## src/rtl/rvfpm_issue_pkg.sv

```systemverilog
// Shared types and sizing for the rvfpm issue controller.
// Holds the ID/queue/outstanding sizing, the derived pointer and counter
// widths, and the word/ID types used on the issuer's ports.
package rvfpm_issue_pkg;

    localparam int unsigned X_ID_WIDTH      = 4;
    localparam int unsigned QUEUE_DEPTH     = 4;
    localparam int unsigned PIPELINE_STAGES = 4;
    localparam int unsigned MAX_OUTSTANDING = PIPELINE_STAGES + QUEUE_DEPTH;

    localparam int unsigned INSTR_W = 32;
    localparam int unsigned NUM_IDS = 1 << X_ID_WIDTH;
    localparam int unsigned ADDR_W  = $clog2(QUEUE_DEPTH);
    localparam int unsigned PTR_W   = ADDR_W + 1;
    localparam int unsigned CNT_W   = $clog2(MAX_OUTSTANDING + 1);

    typedef logic [INSTR_W-1:0]    instr_t;
    typedef logic [X_ID_WIDTH-1:0] id_t;
    typedef logic [PTR_W-1:0]      ptr_t;
    typedef logic [CNT_W-1:0]      cnt_t;

    // Payload last presented to the FPU; held while enable is low.
    typedef struct packed {
        instr_t instr;
        id_t    id;
    } issue_t;

endpackage

```

## src/rtl/rvfpm_issuer_if.sv

```systemverilog
// Core-side and FPU-side signal bundle of the rvfpm issue controller.
//   master : the issuer (accepts core instructions, drives the FPU port)
//   slave  : the environment (core/sequencer and FPU model)
// Signals: in_valid/in_ready/in_instr/flush (core side),
//          enable/fpu_ready/instruction/instr_id (FPU issue),
//          result_valid/result_id (FPU retire),
//          outstanding_cnt/idle/spurious_result (status).
interface rvfpm_issuer_if;
    import rvfpm_issue_pkg::*;

    logic   in_valid;
    logic   in_ready;
    instr_t in_instr;
    logic   flush;
    logic   enable;
    logic   fpu_ready;
    instr_t instruction;
    id_t    instr_id;
    logic   result_valid;
    id_t    result_id;
    cnt_t   outstanding_cnt;
    logic   idle;
    logic   spurious_result;

    modport master (
        input  in_valid, in_instr, flush, fpu_ready, result_valid, result_id,
        output in_ready, enable, instruction, instr_id, outstanding_cnt, idle,
               spurious_result
    );

    modport slave (
        output in_valid, in_instr, flush, fpu_ready, result_valid, result_id,
        input  in_ready, enable, instruction, instr_id, outstanding_cnt, idle,
               spurious_result
    );

endinterface

```

## src/rtl/rvfpm_issue_fifo.sv

```systemverilog
// Synchronous instruction FIFO for the rvfpm issuer.
// Ports: ck, rst (async active-low), push/wdata (write tail),
//        pop (advance head), flush (empty at the edge),
//        head (current head word), full, empty.
// Extra-bit read/write pointers distinguish full from empty.
module rvfpm_issue_fifo
    import rvfpm_issue_pkg::*;
(
    input  logic   ck,
    input  logic   rst,
    input  logic   push,
    input  logic   pop,
    input  logic   flush,
    input  instr_t wdata,
    output instr_t head,
    output logic   full,
    output logic   empty
);

    ptr_t   wr_ptr;
    ptr_t   rd_ptr;
    instr_t mem [QUEUE_DEPTH];
    logic   do_push;
    logic   do_pop;

    assign do_push = push && !full && !flush;
    assign do_pop  = pop && !empty && !flush;

    assign empty = (wr_ptr == rd_ptr);
    assign full  = (wr_ptr[ADDR_W] != rd_ptr[ADDR_W]) &&
                   (wr_ptr[ADDR_W-1:0] == rd_ptr[ADDR_W-1:0]);
    assign head  = mem[rd_ptr[ADDR_W-1:0]];

    // Pointer update; flush discards every queued entry.
    always_ff @(posedge ck or negedge rst) begin
        if (!rst) begin
            wr_ptr <= '0;
            rd_ptr <= '0;
        end else if (flush) begin
            wr_ptr <= '0;
            rd_ptr <= '0;
        end else begin
            if (do_push) wr_ptr <= wr_ptr + ptr_t'(1);
            if (do_pop)  rd_ptr <= rd_ptr + ptr_t'(1);
        end
    end

    // Storage needs no reset: a slot is only read after it was written.
    always_ff @(posedge ck) begin
        if (do_push) mem[wr_ptr[ADDR_W-1:0]] <= wdata;
    end

endmodule

```

## src/rtl/rvfpm_issuer.sv

```systemverilog
// rvfpm issue controller: buffers core instructions, tags each issued
// instruction with a transaction ID and presents it to the FPU under an
// enable/fpu_ready handshake, tracking IDs until the FPU retires them.
// Ports: ck (rising edge), rst (async active-low), bus (rvfpm_issuer_if.master).
module rvfpm_issuer
    import rvfpm_issue_pkg::*;
(
    input logic            ck,
    input logic            rst,
    rvfpm_issuer_if.master bus
);

    logic               push;
    logic               issue;
    logic               enable_c;
    logic               retire_ok;
    logic               full;
    logic               empty;
    instr_t             head;
    id_t                next_id;
    logic [NUM_IDS-1:0] busy;
    logic [NUM_IDS-1:0] busy_d;
    cnt_t               cnt;
    logic               spurious;
    issue_t             hold_q;

    rvfpm_issue_fifo u_fifo (
        .ck    (ck),
        .rst   (rst),
        .push  (push),
        .pop   (issue),
        .flush (bus.flush),
        .wdata (bus.in_instr),
        .head  (head),
        .full  (full),
        .empty (empty)
    );

    // Handshake qualification; flush masks both sides in its cycle.
    assign bus.in_ready = !full && !bus.flush;
    assign push         = bus.in_valid && bus.in_ready;
    assign enable_c     = !empty && !bus.flush && !busy[next_id] &&
                          (cnt < CNT_W'(MAX_OUTSTANDING));
    assign issue        = enable_c && bus.fpu_ready;
    assign retire_ok    = bus.result_valid && busy[bus.result_id];

    // Busy bitmap next state; an ID is only issued while free, so the
    // set and clear never target the same bit in one cycle.
    always_comb begin
        busy_d = busy;
        if (retire_ok) busy_d[bus.result_id] = 1'b0;
        if (issue)     busy_d[next_id]       = 1'b1;
    end

    // ID allocator, outstanding counter, sticky error and presented payload.
    always_ff @(posedge ck or negedge rst) begin
        if (!rst) begin
            next_id  <= '0;
            busy     <= '0;
            cnt      <= '0;
            spurious <= 1'b0;
            hold_q   <= '0;
        end else begin
            busy <= busy_d;
            if (issue) next_id <= next_id + id_t'(1);
            case ({issue, retire_ok})
                2'b10:   cnt <= cnt + cnt_t'(1);
                2'b01:   cnt <= cnt - cnt_t'(1);
                default: cnt <= cnt;
            endcase
            if (bus.result_valid && !busy[bus.result_id]) spurious <= 1'b1;
            if (enable_c) hold_q <= '{instr: head, id: next_id};
        end
    end

    // While enable is low the last presented instruction/ID is held.
    assign bus.enable          = enable_c;
    assign bus.instruction     = enable_c ? head : hold_q.instr;
    assign bus.instr_id        = enable_c ? next_id : hold_q.id;
    assign bus.outstanding_cnt = cnt;
    assign bus.idle            = empty && (cnt == '0);
    assign bus.spurious_result = spurious;

endmodule

```

## src/flat_wrapper.sv

```systemverilog
// flat-port wrapper written by rule: the top's interface ports become plain ports
module rvfpm_issuer_flat import rvfpm_issue_pkg::*;
  (ck, rst, bus_in_valid, bus_in_instr, bus_flush, bus_fpu_ready, bus_result_valid, bus_result_id, bus_in_ready, bus_enable, bus_instruction, bus_instr_id, bus_outstanding_cnt, bus_idle, bus_spurious_result);
  rvfpm_issuer_if bus_i ();
  input logic ck;
  input logic rst;
  input wire logic [$bits(bus_i.in_valid)-1:0] bus_in_valid;
  input wire logic [$bits(bus_i.in_instr)-1:0] bus_in_instr;
  input wire logic [$bits(bus_i.flush)-1:0] bus_flush;
  input wire logic [$bits(bus_i.fpu_ready)-1:0] bus_fpu_ready;
  input wire logic [$bits(bus_i.result_valid)-1:0] bus_result_valid;
  input wire logic [$bits(bus_i.result_id)-1:0] bus_result_id;
  output wire logic [$bits(bus_i.in_ready)-1:0] bus_in_ready;
  output wire logic [$bits(bus_i.enable)-1:0] bus_enable;
  output wire logic [$bits(bus_i.instruction)-1:0] bus_instruction;
  output wire logic [$bits(bus_i.instr_id)-1:0] bus_instr_id;
  output wire logic [$bits(bus_i.outstanding_cnt)-1:0] bus_outstanding_cnt;
  output wire logic [$bits(bus_i.idle)-1:0] bus_idle;
  output wire logic [$bits(bus_i.spurious_result)-1:0] bus_spurious_result;
  assign bus_i.in_valid = bus_in_valid;
  assign bus_i.in_instr = bus_in_instr;
  assign bus_i.flush = bus_flush;
  assign bus_i.fpu_ready = bus_fpu_ready;
  assign bus_i.result_valid = bus_result_valid;
  assign bus_i.result_id = bus_result_id;
  assign bus_in_ready = bus_i.in_ready;
  assign bus_enable = bus_i.enable;
  assign bus_instruction = bus_i.instruction;
  assign bus_instr_id = bus_i.instr_id;
  assign bus_outstanding_cnt = bus_i.outstanding_cnt;
  assign bus_idle = bus_i.idle;
  assign bus_spurious_result = bus_i.spurious_result;
  rvfpm_issuer u_core (.ck(ck), .rst(rst), .bus(bus_i));
endmodule
```

## config.mk

```make
export PLATFORM = sky130hd
export DESIGN_NAME = rvfpm_issuer_flat
export DESIGN_NICKNAME = d
export VERILOG_FILES = /design/src/rtl/rvfpm_issue_pkg.sv /design/src/rtl/rvfpm_issuer_if.sv /design/src/rtl/rvfpm_issue_fifo.sv /design/src/rtl/rvfpm_issuer.sv /design/src/flat_wrapper.sv
export SDC_FILE = /design/constraint.sdc
export NUM_CORES = 1
export LEC_CHECK = 0
export ABC_AREA = 1
export BUFFER_PORTS_ARGS = -buffer_cell sky130_fd_sc_hd__clkbuf_2
export CORE_ASPECT_RATIO = 0.8
export CORE_MARGIN = 2
export CORE_UTILIZATION = 58
export DETAILED_ROUTE_END_ITERATION = 16
export PLACE_DENSITY = 0.79
export SYNTH_ARGS = -nofsm -noshare
export SYNTH_HDL_FRONTEND = slang
export SYNTH_SLANG_ARGS = --single-unit
```

## constraint.sdc

```tcl
create_clock -name ck -period 3.6 [get_ports ck]
set_input_delay 0.54 -clock ck [delete_from_list [all_inputs] [get_ports ck]]
set_output_delay 0.54 -clock ck [all_outputs]
set_load 0.005 [all_outputs]
```

==> results by stage <==
Placed design:
- The total placed cells including tap cells is 1002.
- The HPWL after detailed placement is 11000 µm.
- OpenSTA, run right after detailed placement, puts the worst setup slack at 619 ps.
- The number of I/O port buffers is 85.
- At the end of routability-driven placement, the weighted congestion stood at 0.922.

STA:
- The final worst setup slack is 299 ps.
- The number of max-slew violations in the final report is 0.
- Summed over all failing endpoints, the final setup total negative slack is 0 ps.
- Setup repair after global routing left no endpoint under its margin.
- The minimum clock period after layout is 3300 ps.
- The relative slew slack is 38.8%.
- The highest achievable clock rate is 303 MHz.
- Setup violations remaining at the end of the flow were counted as 0.
- For the pin with the worst max-slew slack, the measured transition is 919 ps.
- The count of final hold-check violations was 0.
- The final period utilization is 91.7%.
- On the final layout, the worst clock skew is 9.65 ps.

Setup path:
- Walking the worst path, the cells encountered are inv_2 > nor2_2 > inv_2 > a21oi_2 > nor2_4 > nand2_4 > clkinv_2 > buf_12 > a31oi_1 > clkbuf_2.
- Counting both buffers and inverters, the worst setup path holds a total of 5.
- The number of cells on the worst reg-to-reg path is 17.
- Data on the critical path arrives at its endpoint at 2760 ps.
- The maximum fanout along the worst path is 28.
- The category of the worst setup path capture point is an output port.
- The number of cells on the critical path is 10.
- The family with the most delay on the worst path is buffers and inverters.
- The startpoint type of the worst setup path is a register.
- The cell that appears most often on the critical path is sky130_fd_sc_hd__inv_2.
- In this design, the stage delay of the slowest critical-path cell is 500 ps.
- The type of the worst setup path is reg2out.
- The cell with the largest stage delay on the worst path is sky130_fd_sc_hd__dfrtp_1.
- The worst endpoint required time is 3060 ps.

Synth:
- The most area-hungry cell type in the Yosys netlist is sky130_fd_sc_hd__edfxtp_1.
- Among all flip-flop cells after synthesis, the most frequent one is sky130_fd_sc_hd__edfxtp_1.
- Ranked by total cell area, the synthesized netlist is headed by sky130_fd_sc_hd__edfxtp_1 (47%), sky130_fd_sc_hd__dfrtp_1 (21%), sky130_fd_sc_hd__nor2_1 (8.3%).
- The most used standard cell by instance count after synthesis is sky130_fd_sc_hd__nor2_1.
- The number of flip-flops and latches in the synthesized netlist is 195.
- The portion of synthesized cell area occupied by the leading cell type is 47.1%.
- By count the netlist is led by sky130_fd_sc_hd__nor2_1 (180), sky130_fd_sc_hd__edfxtp_1 (128), sky130_fd_sc_hd__nand2_1 (112), sky130_fd_sc_hd__o21ai_0 (77), sky130_fd_sc_hd__dfrtp_1 (67).
- The fraction of synthesis flops using an asynchronous set or reset pin is 34.4%.
- The instance count of the mapped netlist is 760.
- The synthesized net count is 813.
- The average cell area after synthesis is 10.7 µm².
- The area of the mapped netlist is 8150 µm².
- The number of different library cells in the post-synthesis netlist is 34.
- The synthesized design contains 128 enable-type register cells.
- The total number of yosys warnings is 0.
- The share of the Yosys chip area taken by registers is 67.7%.

Floorplan:
- The die is 110 µm tall.
- The starting utilization of the core area is 59.8%.
- 86 I/O pins were placed.
- The standard cell core area is 13600 µm².
- The die is 137 µm wide.
- Row generation in the floorplan step produced 38 rows.
- The area enclosed by the die boundary is 15000 µm².

Clocking:
- The clock input transition at the sequential cells of the worst setup and hold paths is 70 ps.
- The tree built by TritonCTS fans out to 195 sinks.
- The H-tree generated during clock tree synthesis spans 4 levels.
- No sink is reached through more buffers than the 2 on the longest clock path.
- The CTS tree is built.
- The clock latency on the worst-skew pair is 430 ps.
- CTS placed an instance of sky130_fd_sc_hd__clkbuf_16 at the clock tree root.
- After clock tree synthesis, the setup repair step added 0 buffers.
- TritonCTS created 17 clock buffers.

Pwr:
- The leakage power is 3.83 nW.
- The fraction of power consumed by the clock network is 27.2%.
- The design draws 6.77 mW.
- The switching portion of total power is 33.6%.
- The maximum ir drop on the vdd rail is 454 µV.
- The combinational group share of total power is 28.4%.
- Power spread over the standard cell area amounts to 726 nW/µm².
- Registers are responsible for 44.4% of the overall power.
- The cell internal power dissipation is 4.50 mW.
- For this design the total switching power over the nets is 2.28 mW.

Route:
- The via count is 5726.
- Summed over all layers, the routed wires come to 18000 µm.
- The detailed router finished its first iteration with 536 violations.
- In the final routed layout, each cell accounts on average for 17.4 µm.
- After detailed routing, the number of vias per cell comes to 5.54.
- The number of optimization iterations in the first detailed-route pass is 5.
- The number of nets with antenna violations after detailed routing is 0.
- The number of remaining DRC errors is 0.

Final layout:
- The layout cell share with drive strength beyond 1 is 17.1%.
- The antenna cell count is 0.
- The post-route non-filler standard cell count is 1034.
- The layout overhead on the synthesized area is 14.4%.
- The net count reported at finish is 894.

Run status:
- The flow ran to the end, and the final reports show no timing, DRC or antenna violations.

GRT:
- After global routing the overflow that remains totals 0.
- The all-layer global routing usage is 25.4%.
- The first-pass GRT wire length is 28200 µm.
- The initial antenna violation count is 1.
- The via count of the first global-routing pass is 5484.
- Entering global routing, the biggest net connects 68 pins.

Job:
- The reported max-cap violation count is 0.

Hold path:
- The tightest min-delay check is of the in2async type.
-- layout by cell type (no fill, tap or decap), types with 2 or more instances in the layout --
| master | n |
|---|---|
| sky130_fd_sc_hd__a31oi_1 | 32 |
| sky130_fd_sc_hd__clkbuf_2 | 84 |
| sky130_fd_sc_hd__edfxtp_1 | 128 |
| sky130_fd_sc_hd__bufinv_16 | 2 |
| sky130_fd_sc_hd__xnor2_1 | 5 |
| sky130_fd_sc_hd__a21oi_1 | 4 |
| sky130_fd_sc_hd__nor2_4 | 6 |
| sky130_fd_sc_hd__inv_6 | 2 |
| sky130_fd_sc_hd__ha_1 | 11 |
| sky130_fd_sc_hd__nor2_2 | 3 |
| sky130_fd_sc_hd__clkinv_2 | 3 |
| sky130_fd_sc_hd__inv_2 | 5 |
| sky130_fd_sc_hd__buf_4 | 10 |
| sky130_fd_sc_hd__a21oi_2 | 2 |
| sky130_fd_sc_hd__xor2_1 | 4 |
| sky130_fd_sc_hd__dfrtp_1 | 65 |
| sky130_fd_sc_hd__clkbuf_16 | 17 |
| sky130_fd_sc_hd__nand3_1 | 44 |
| sky130_fd_sc_hd__o21ai_0 | 77 |
| sky130_fd_sc_hd__clkinv_4 | 3 |
| sky130_fd_sc_hd__nand2_1 | 112 |
| sky130_fd_sc_hd__inv_1 | 38 |
| sky130_fd_sc_hd__clkinv_1 | 4 |
| sky130_fd_sc_hd__dfrtp_2 | 2 |
| sky130_fd_sc_hd__nor2_1 | 176 |
-- per-stage QoR --
stage | hold slack (ps) | instance area (µm²) | util, %
floorplan | 244 | 8150 | -
global placement | 442 | 8750 | 64.1
detailed placement | 449 | 8750 | 64.1
CTS | 281 | 9330 | 68.3
global route | 311 | 9330 | 68.4
finish | 236 | 9330 | 68.4
-- cell families (layout without fill, tap and decap cells) --
logic type                 count (synthesis)  after routing  share of synthesized area [%]
AOI/OAI and AO/OA                        119            119                           8.06
xor gates and xnor gates                   9              9                          0.967
adders and majority gates                 11             11                           1.69
buffers and inverters                     78            172                           4.22
DFF                                      195            195                           67.7
and+or+nand+nor                          348            348                           17.4
-- power groups by stage --
stage,clock (mW),sequential (mW),combinational (mW)
final,1.84,3.01,1.92
after detailed placement,0,3.04,1.89
after global routing,1.95,3.05,2.15
after floorplan,0,2.96,1.24
after CTS,1.86,3.00,1.91
after global placement,0,3.03,1.84
-- final timing paths --
kind	startpoint	endpoint	slack (ps)
hold / removal	rst	u_core.hold_q[29]	240
setup / recovery	u_core.next_id[2]	bus_instruction[21]	300
min in group ck	bus_in_instr[6]	u_core.u_fifo.mem[3][6]	320
setup reg to reg	u_core.next_id[0]	u_core.bus.outstanding_cnt[3]	1090
hold reg to reg	u_core.bus.spurious_result	u_core.bus.spurious_result	460
max in group asynchronous	rst	u_core.next_id[0]	2700
-- layout make-up --
class                   count  area (µm²)
clock buffers              19         443
clock inverters            13         133
fillers                   998        4320
inverters                  45         170
multi-input cells         487        2320
flip-flops and latches    195        5520
well taps                 180         225
repair buffers             95         515
-- per-layer routing --
layer / wire [µm] / GRT usage (%) / part of all wire [%]
met4: 218 / 7.07 / 1.2
met1: 8100 / 36.6 / 45
met3: 1510 / 6.54 / 8.4
met2: 8140 / 39.0 / 45
met5: 13 / 0 / 0.072
-- flip-flops by register name, summed over array words and instances, names as in the netlist --
name                        flops
u_core.u_fifo.mem             128
u_core.next_id                  4
u_core.hold_q                  36
u_core.busy                    16
u_core.u_fifo.wr_ptr            3
u_core.u_fifo.rd_ptr            3
u_core.bus.outstanding_cnt      4
u_core.bus.spurious_result      1
-- timing repair --
action,CTS,global route
gates resized for setup,0,2
setup endpoints to repair,0,11
hold buffers,0,0
Note: power is estimated with default switching activity, not from simulation.
